`config.mk`:
```
export PLATFORM = sky130hd
export DESIGN_NAME = bcd_ascii_encoder
export DESIGN_NICKNAME = d
export VERILOG_FILES = /design/src/rtl/calc_ascii_pkg.sv /design/src/rtl/bcd_lead_scan.sv /design/src/rtl/bcd_ascii_encoder.sv
export SDC_FILE = /design/constraint.sdc
export NUM_CORES = 1
export LEC_CHECK = 0
export ABC_AREA = 1
export BUFFER_PORTS_ARGS = -buffer_cell sky130_fd_sc_hd__buf_2
export CORE_MARGIN = 4
export CORE_UTILIZATION = 55
export CTS_BUF_LIST = sky130_fd_sc_hd__clkbuf_4
export DETAILED_ROUTE_END_ITERATION = 6
export GPL_ROUTABILITY_DRIVEN = 1
export GPL_TIMING_DRIVEN = 0
export PLACE_DENSITY_LB_ADDON = 0.15
export SETUP_SLACK_MARGIN = 0.3
export SYNTH_ARGS = -nofsm -noshare
export SYNTH_HDL_FRONTEND = slang
export SYNTH_SLANG_ARGS = --single-unit
```
`constraint.sdc`:
```
create_clock -name clk -period 2.47 [get_ports clk]
set_input_delay 0.1235 -clock clk [delete_from_list [all_inputs] [get_ports clk]]
set_output_delay 0.1235 -clock clk [all_outputs]
set_load 0.01 [all_outputs]
```
`src/rtl/calc_ascii_pkg.sv`:
```
// Shared definitions for the calculator's ASCII front end (ASCII-to-BCD
// decoder on the receive side, BCD-to-ASCII encoder on the transmit side).
//   - ASCII byte constants used by both directions
//   - encoder FSM state enum
//   - decoder operator codes
//   - idx_width(): width of a digit index for a given digit count
package calc_ascii_pkg;

  localparam logic [7:0] ASCII_ZERO  = 8'h30;
  localparam logic [7:0] ASCII_MINUS = 8'h2D;
  localparam logic [7:0] ASCII_PLUS  = 8'h2B;
  localparam logic [7:0] ASCII_STAR  = 8'h2A;
  localparam logic [7:0] ASCII_SLASH = 8'h2F;
  localparam logic [7:0] ASCII_E     = 8'h45;
  localparam logic [7:0] ASCII_CR    = 8'h0D;
  localparam logic [7:0] ASCII_LF    = 8'h0A;

  typedef enum logic [2:0] {
    ENC_IDLE  = 3'd0,
    ENC_SIGN  = 3'd1,
    ENC_DIGIT = 3'd2,
    ENC_CR    = 3'd3,
    ENC_LF    = 3'd4,
    ENC_ERR   = 3'd5
  } enc_state_e;

  typedef enum logic [2:0] {
    OP_ADD = 3'b000,
    OP_SUB = 3'b001,
    OP_MUL = 3'b010,
    OP_DIV = 3'b011
  } op_e;

  // ceil(log2(digits)), but never narrower than one bit so a single-digit
  // build still has a legal index vector.
  function automatic int idx_width(input int digits);
    return (digits > 1) ? $clog2(digits) : 1;
  endfunction

endpackage

```
`src/rtl/bcd_lead_scan.sv`:
```
// Combinational scan of a packed BCD value.
//   bcd       : packed BCD, MSD in the top nibble
//   first_idx : index of the most significant nonzero digit (0 when all zero)
//   all_zero  : every nibble is zero
//   invalid   : at least one nibble is greater than 9
module bcd_lead_scan
  import calc_ascii_pkg::*;
#(
  parameter int DIGITS = 12,
  parameter int IDX_W  = idx_width(DIGITS)
) (
  input  logic [4*DIGITS-1:0] bcd,
  output logic [IDX_W-1:0]    first_idx,
  output logic                all_zero,
  output logic                invalid
);

  // Walk from the LSD upward; each nonzero digit overwrites the index, so the
  // value left at the end belongs to the most significant nonzero digit.
  always_comb begin
    first_idx = '0;
    all_zero  = 1'b1;
    invalid   = 1'b0;
    for (int i = 0; i < DIGITS; i++) begin
      if (bcd[4*i +: 4] != 4'd0) begin
        first_idx = IDX_W'(i);
        all_zero  = 1'b0;
      end
      if (bcd[4*i +: 4] > 4'd9) begin
        invalid = 1'b1;
      end
    end
  end

endmodule

```
`src/rtl/bcd_ascii_encoder.sv`:
```
// Streams a packed-BCD result as an ASCII line: optional '-', the digits with
// leading zeros suppressed, then CR LF. An invalid result is sent as "E" CR LF.
//   clk, rst_n          : clock (rising edge), asynchronous active-low reset
//   start               : request to send; sampled only while idle
//   res_bcd/neg/err     : result captured on an accepted start
//   tx_data/tx_valid    : byte offered to the sink (registered)
//   tx_ready            : sink accepts the byte this cycle
//   busy                : frame in progress (cycle after start until LF accepted)
//   done                : one-cycle pulse after LF is accepted
//
// Handshake: a byte moves on each rising edge with tx_valid && tx_ready. While
// tx_valid is high and tx_ready low, tx_data holds; tx_valid only falls after a
// transfer (or on reset). tx_ready never reaches tx_valid/tx_data combinationally.
module bcd_ascii_encoder
  import calc_ascii_pkg::*;
#(
  parameter int DIGITS = 12
) (
  input  logic                clk,
  input  logic                rst_n,
  input  logic                start,
  input  logic [4*DIGITS-1:0] res_bcd,
  input  logic                res_neg,
  input  logic                res_err,
  output logic [7:0]          tx_data,
  output logic                tx_valid,
  input  logic                tx_ready,
  output logic                busy,
  output logic                done
);

  localparam int IDX_W = idx_width(DIGITS);

  enc_state_e          state;
  enc_state_e          nxt_state;
  enc_state_e          load_state;
  logic [4*DIGITS-1:0] held_bcd;
  logic [IDX_W-1:0]    idx;
  logic [IDX_W-1:0]    nxt_idx;
  logic [IDX_W-1:0]    load_idx;
  logic [IDX_W-1:0]    first_idx;
  logic                all_zero;
  logic                invalid;
  logic [3:0]          load_nibble;
  logic [7:0]          load_byte;

  bcd_lead_scan #(
    .DIGITS (DIGITS),
    .IDX_W  (IDX_W)
  ) u_scan (
    .bcd       (res_bcd),
    .first_idx (first_idx),
    .all_zero  (all_zero),
    .invalid   (invalid)
  );

  // Successor of the current byte once it transfers.
  always_comb begin
    nxt_state = state;
    nxt_idx   = idx;
    case (state)
      ENC_SIGN:  nxt_state = ENC_DIGIT;
      ENC_DIGIT: begin
        if (idx == '0) nxt_state = ENC_CR;
        else           nxt_idx   = idx - 1'b1;
      end
      ENC_ERR:   nxt_state = ENC_CR;
      ENC_CR:    nxt_state = ENC_LF;
      ENC_LF:    nxt_state = ENC_IDLE;
      default:   nxt_state = state;
    endcase
  end

  // The byte to load into tx_data: the first byte of a frame comes from the
  // current state (tx_valid still low), later bytes from the successor so
  // back-to-back transfers need no bubble.
  assign load_state  = tx_valid ? nxt_state : state;
  assign load_idx    = tx_valid ? nxt_idx   : idx;
  assign load_nibble = held_bcd[{load_idx, 2'b00} +: 4];

  always_comb begin
    load_byte = 8'h00;
    case (load_state)
      ENC_SIGN:  load_byte = ASCII_MINUS;
      ENC_DIGIT: load_byte = {ASCII_ZERO[7:4], load_nibble};
      ENC_ERR:   load_byte = ASCII_E;
      ENC_CR:    load_byte = ASCII_CR;
      ENC_LF:    load_byte = ASCII_LF;
      default:   load_byte = 8'h00;
    endcase
  end

  always_ff @(posedge clk or negedge rst_n) begin
    if (!rst_n) begin
      state    <= ENC_IDLE;
      held_bcd <= '0;
      idx      <= '0;
      tx_data  <= 8'h00;
      tx_valid <= 1'b0;
      busy     <= 1'b0;
      done     <= 1'b0;
    end else begin
      done <= 1'b0;
      if (state == ENC_IDLE) begin
        if (start) begin
          held_bcd <= res_bcd;
          // Leading zeros are skipped by starting at the top nonzero digit;
          // an all-zero value starts (and ends) at digit 0.
          idx      <= first_idx;
          busy     <= 1'b1;
          if (res_err || invalid)        state <= ENC_ERR;
          else if (res_neg && !all_zero) state <= ENC_SIGN;
          else                           state <= ENC_DIGIT;
        end
      end else if (!tx_valid) begin
        tx_valid <= 1'b1;
        tx_data  <= load_byte;
      end else if (tx_ready) begin
        if (state == ENC_LF) begin
          tx_valid <= 1'b0;
          busy     <= 1'b0;
          done     <= 1'b1;
          state    <= ENC_IDLE;
        end else begin
          state   <= nxt_state;
          idx     <= nxt_idx;
          tx_data <= load_byte;
        end
      end
    end
  end

endmodule
```
==> impl_metrics.env <==
export IMPL_cp_required_ns=2.86
export IMPL_async_flop_share=1.00
export IMPL_tightest_slew_ns=0.820
export IMPL_crit_type="reg -> reg"
export IMPL_cts_buffers=9
export IMPL_grt_pass1_vias=3976
export IMPL_skew_ns=0.0140
export IMPL_dr_pass1_iters=5
export IMPL_cp_end_kind="flip-flop"
export IMPL_synthesis_nets=571
export IMPL_die_h_um=90.9
export IMPL_synth_seq_area_share=0.430
export IMPL_critical_path_max_stage_delay_ns=0.45
export IMPL_cp_arrival_ns=2.45
export IMPL_via_count=4061
export IMPL_dp_hpwl_um=7930
export IMPL_peakVddDrop_mv=0.653
export IMPL_nFillCells=502
export IMPL_ios=65
export IMPL_htreeDepth=3
export IMPL_setup_viol=0
export IMPL_grt_usage=0.289
export IMPL_die_w_um=90.9
export IMPL_dpl_worst_slack_ns=0.202
export IMPL_cp_cell_sequence="inv_4 -> ha_4 -> nand3_4 -> nor2_1 -> a21oi_1 -> nand2_1 -> o21ai_2 -> inv_1 -> nor2_2 -> nand2_1 -> nor2_1 -> nand2_1 -> nand2_1 -> nand2_1 -> nand2_1"
export IMPL_syn_area_per_cell_um2=7.33
export IMPL_grt_max_degree=66
export IMPL_path_max_fanout=6
export IMPL_via_per_inst=5.62
export IMPL_critPathSlowestCell="dfrtp_2"
export IMPL_relSlewSlack=0.453
export IMPL_drcViolationCount=0
export IMPL_numPortBuffers=63
export IMPL_overflow=0
export IMPL_cap_violations=0
export IMPL_antenna_left=0
export IMPL_synth_edff_count=0
export IMPL_cts_num_sinks=65
export IMPL_crit_path_frequent_cell="nand2_1"
export IMPL_clock_path_buffers=2
export IMPL_yosys_warnings=0
export IMPL_synth_seq_cells=65
export IMPL_grt_pass1_wl_um=18900
export IMPL_core_mm2=0.00649
export IMPL_multi_input_area_mm2=0.00179
export IMPL_gp_congestion=0.877
export IMPL_syn_area_mm2=0.00378
export IMPL_die_area_mm2=0.00826
export IMPL_synth_distinct_cells=35
export IMPL_post_drt_wl_per_cell_um=16.0
export IMPL_antenna_cells=0
export IMPL_hold_violations=0
export IMPL_start_util=0.582
export IMPL_finalCritPeriodShare=0.834
export IMPL_fin_ws_ns=0.411
export IMPL_fmax_mhz=486
export IMPL_area_growth_pct=29.4
export IMPL_critical_path_buf_inv_count=2
export IMPL_fin_tns_setup_ns=0
export IMPL_syn_inst=516
export IMPL_regArea_mm2=0.00163
export IMPL_cts_tree="built"
export IMPL_cp_top_family="simple AND/OR/NAND/NOR gates"
export IMPL_first_iter_violations=373
export IMPL_clk_latency_ns=0.44
export IMPL_nets=696
export IMPL_antenna_found_initial=0
export IMPL_fin_crit_ns=2.06
export IMPL_start_kind="flip-flop"
export IMPL_powerDensity_mw_per_mm2=1260
export IMPL_wl_um=11600
export IMPL_drive_above_1_share=0.198
export IMPL_ys_flop_type="dfrtp_1"
export IMPL_status="finished clean"
export IMPL_p_leak_nw=2.54
export IMPL_slew_viol_final=0
export IMPL_root_buffer="clkbuf_4"
export IMPL_clk_pin_slew_worst_paths_ns=0.13
export IMPL_hp_class="in -> reg"
export IMPL_fp_row_count=29
export IMPL_rsz0062_at_grt="true"
kinds of logic after synthesis:
logic type      synth area share
simple gates               0.317
mux                       0.0209
flops                      0.430
fa+ha+maj                0.00331
buf+inv                    0.106
other cells             0.000992
compound gates             0.122
layout make-up:
class,instances,area share
repair buffers,114,0.168
plain buffers,20,0.0261
clock inverters,7,0.0159
clock buffers,9,0.0138
flip-flops and latches,65,0.333
well taps,77,0.0197
multi-input cells,358,0.366
inverters,73,0.0565
cell usage in the layout (no fill, tap or decap), types with 3 or more instances in the layout:
cell           count
a21oi_1           11
clkbuf_4           9
dfrtp_1           62
nor2_1            23
nand4_1           16
nand2_1          148
buf_4              8
dlygate4sd3_1     49
inv_2              3
nand2_4            3
buf_2             65
mux2_2             7
nor2_2             3
nand3_1           54
o21ai_2            5
clkbuf_1           8
o21ai_0           62
inv_1             69
dfrtp_2            3
nand3_2            3
buf_6              4
metrics by stage:
stage	utilization	cell area, um2	hold WS, ns	cells	power, mW
floorplan	-	3780	-0.172	516	4.27
global placement	0.645	4190	0.383	656	5.06
detailed placement	0.646	4190	0.270	656	5.16
CTS	0.747	4850	0.0182	721	6.03
global route	0.753	4890	0.0572	723	6.72
finish	0.753	4890	0.0604	723	6.17
state kept, by name (all words and copies together) (netlist names):
signal and flops:
tx_valid 1, busy 1, idx 4, done 1, held_bcd 48, tx_data 7
state 3
Yosys cell counts (3+ instances only):
cell type / count / area share
nand2_4: 3 / 0.0089
dfrtp_1: 65 / 0.43
nand3_1: 56 / 0.074
nor2_1: 25 / 0.025
buf_6: 4 / 0.012
nand2_1: 148 / 0.15
o21ai_0: 63 / 0.083
o21ai_2: 4 / 0.0093
inv_1: 71 / 0.071
buf_2: 4 / 0.0053
mux2_2: 7 / 0.021
a21oi_1: 11 / 0.015
nand4_1: 16 / 0.026
clkbuf_1: 8 / 0.0079
buf_4: 4 / 0.0079
power breakdown:
group	switching, mW	internal [mW]
clock network	0.443	0.318
logic	2.19	1.37
registers	0.320	1.54
total	2.95	3.23
metal layers:
layer / vias up / part of all wire / GRT usage
met5: - / 0 / 0
li1: 1929 / - / -
met2: 178 / 0.47 / 0.462
met4: 0 / 0.038 / 0.123
met1: 1916 / 0.41 / 0.369
met3: 38 / 0.073 / 0.0825
worst register-to-register path: cells and delay by family (launching register included):
family / cells / cell delay, ns
compound gates: 2 / 0.29
buf+inv: 2 / 0.19
fa+ha+maj: 1 / 0.18
flops: 1 / 0.45
simple gates: 10 / 0.92
path summary, 6_finish.rpt:
check / start / end / slack, ns / cells past startpoint
worst max-delay path: idx[0]$_DFFE_PN0P_ / tx_data[3]$_DFFE_PN0P_ / 0.41 / 15
worst min-delay path: res_bcd[39] / held_bcd[39]$_DFFE_PN0P_ / 0.06 / 3
worst max register to register: idx[0]$_DFFE_PN0P_ / tx_data[3]$_DFFE_PN0P_ / 0.41 / 15
worst min register to register: tx_data[4]$_DFFE_PN0P_ / tx_data[4]$_DFFE_PN0P_ / 0.50 / 2
max in group asynchronous: rst_n / state[0]$_DFFE_PN0P_ / 1.60 / 2
min in group asynchronous: rst_n / held_bcd[12]$_DFFE_PN0P_ / 0.29 / 2
what timing repair did:
item,CTS,global route
setup buffers,0,2
gates resized for setup,7,9
hold buffers,49,0
endpoints found under the hold margin,113,0
setup endpoints to repair,4,5
No activity file was read; power rests on OpenSTA's default activity.
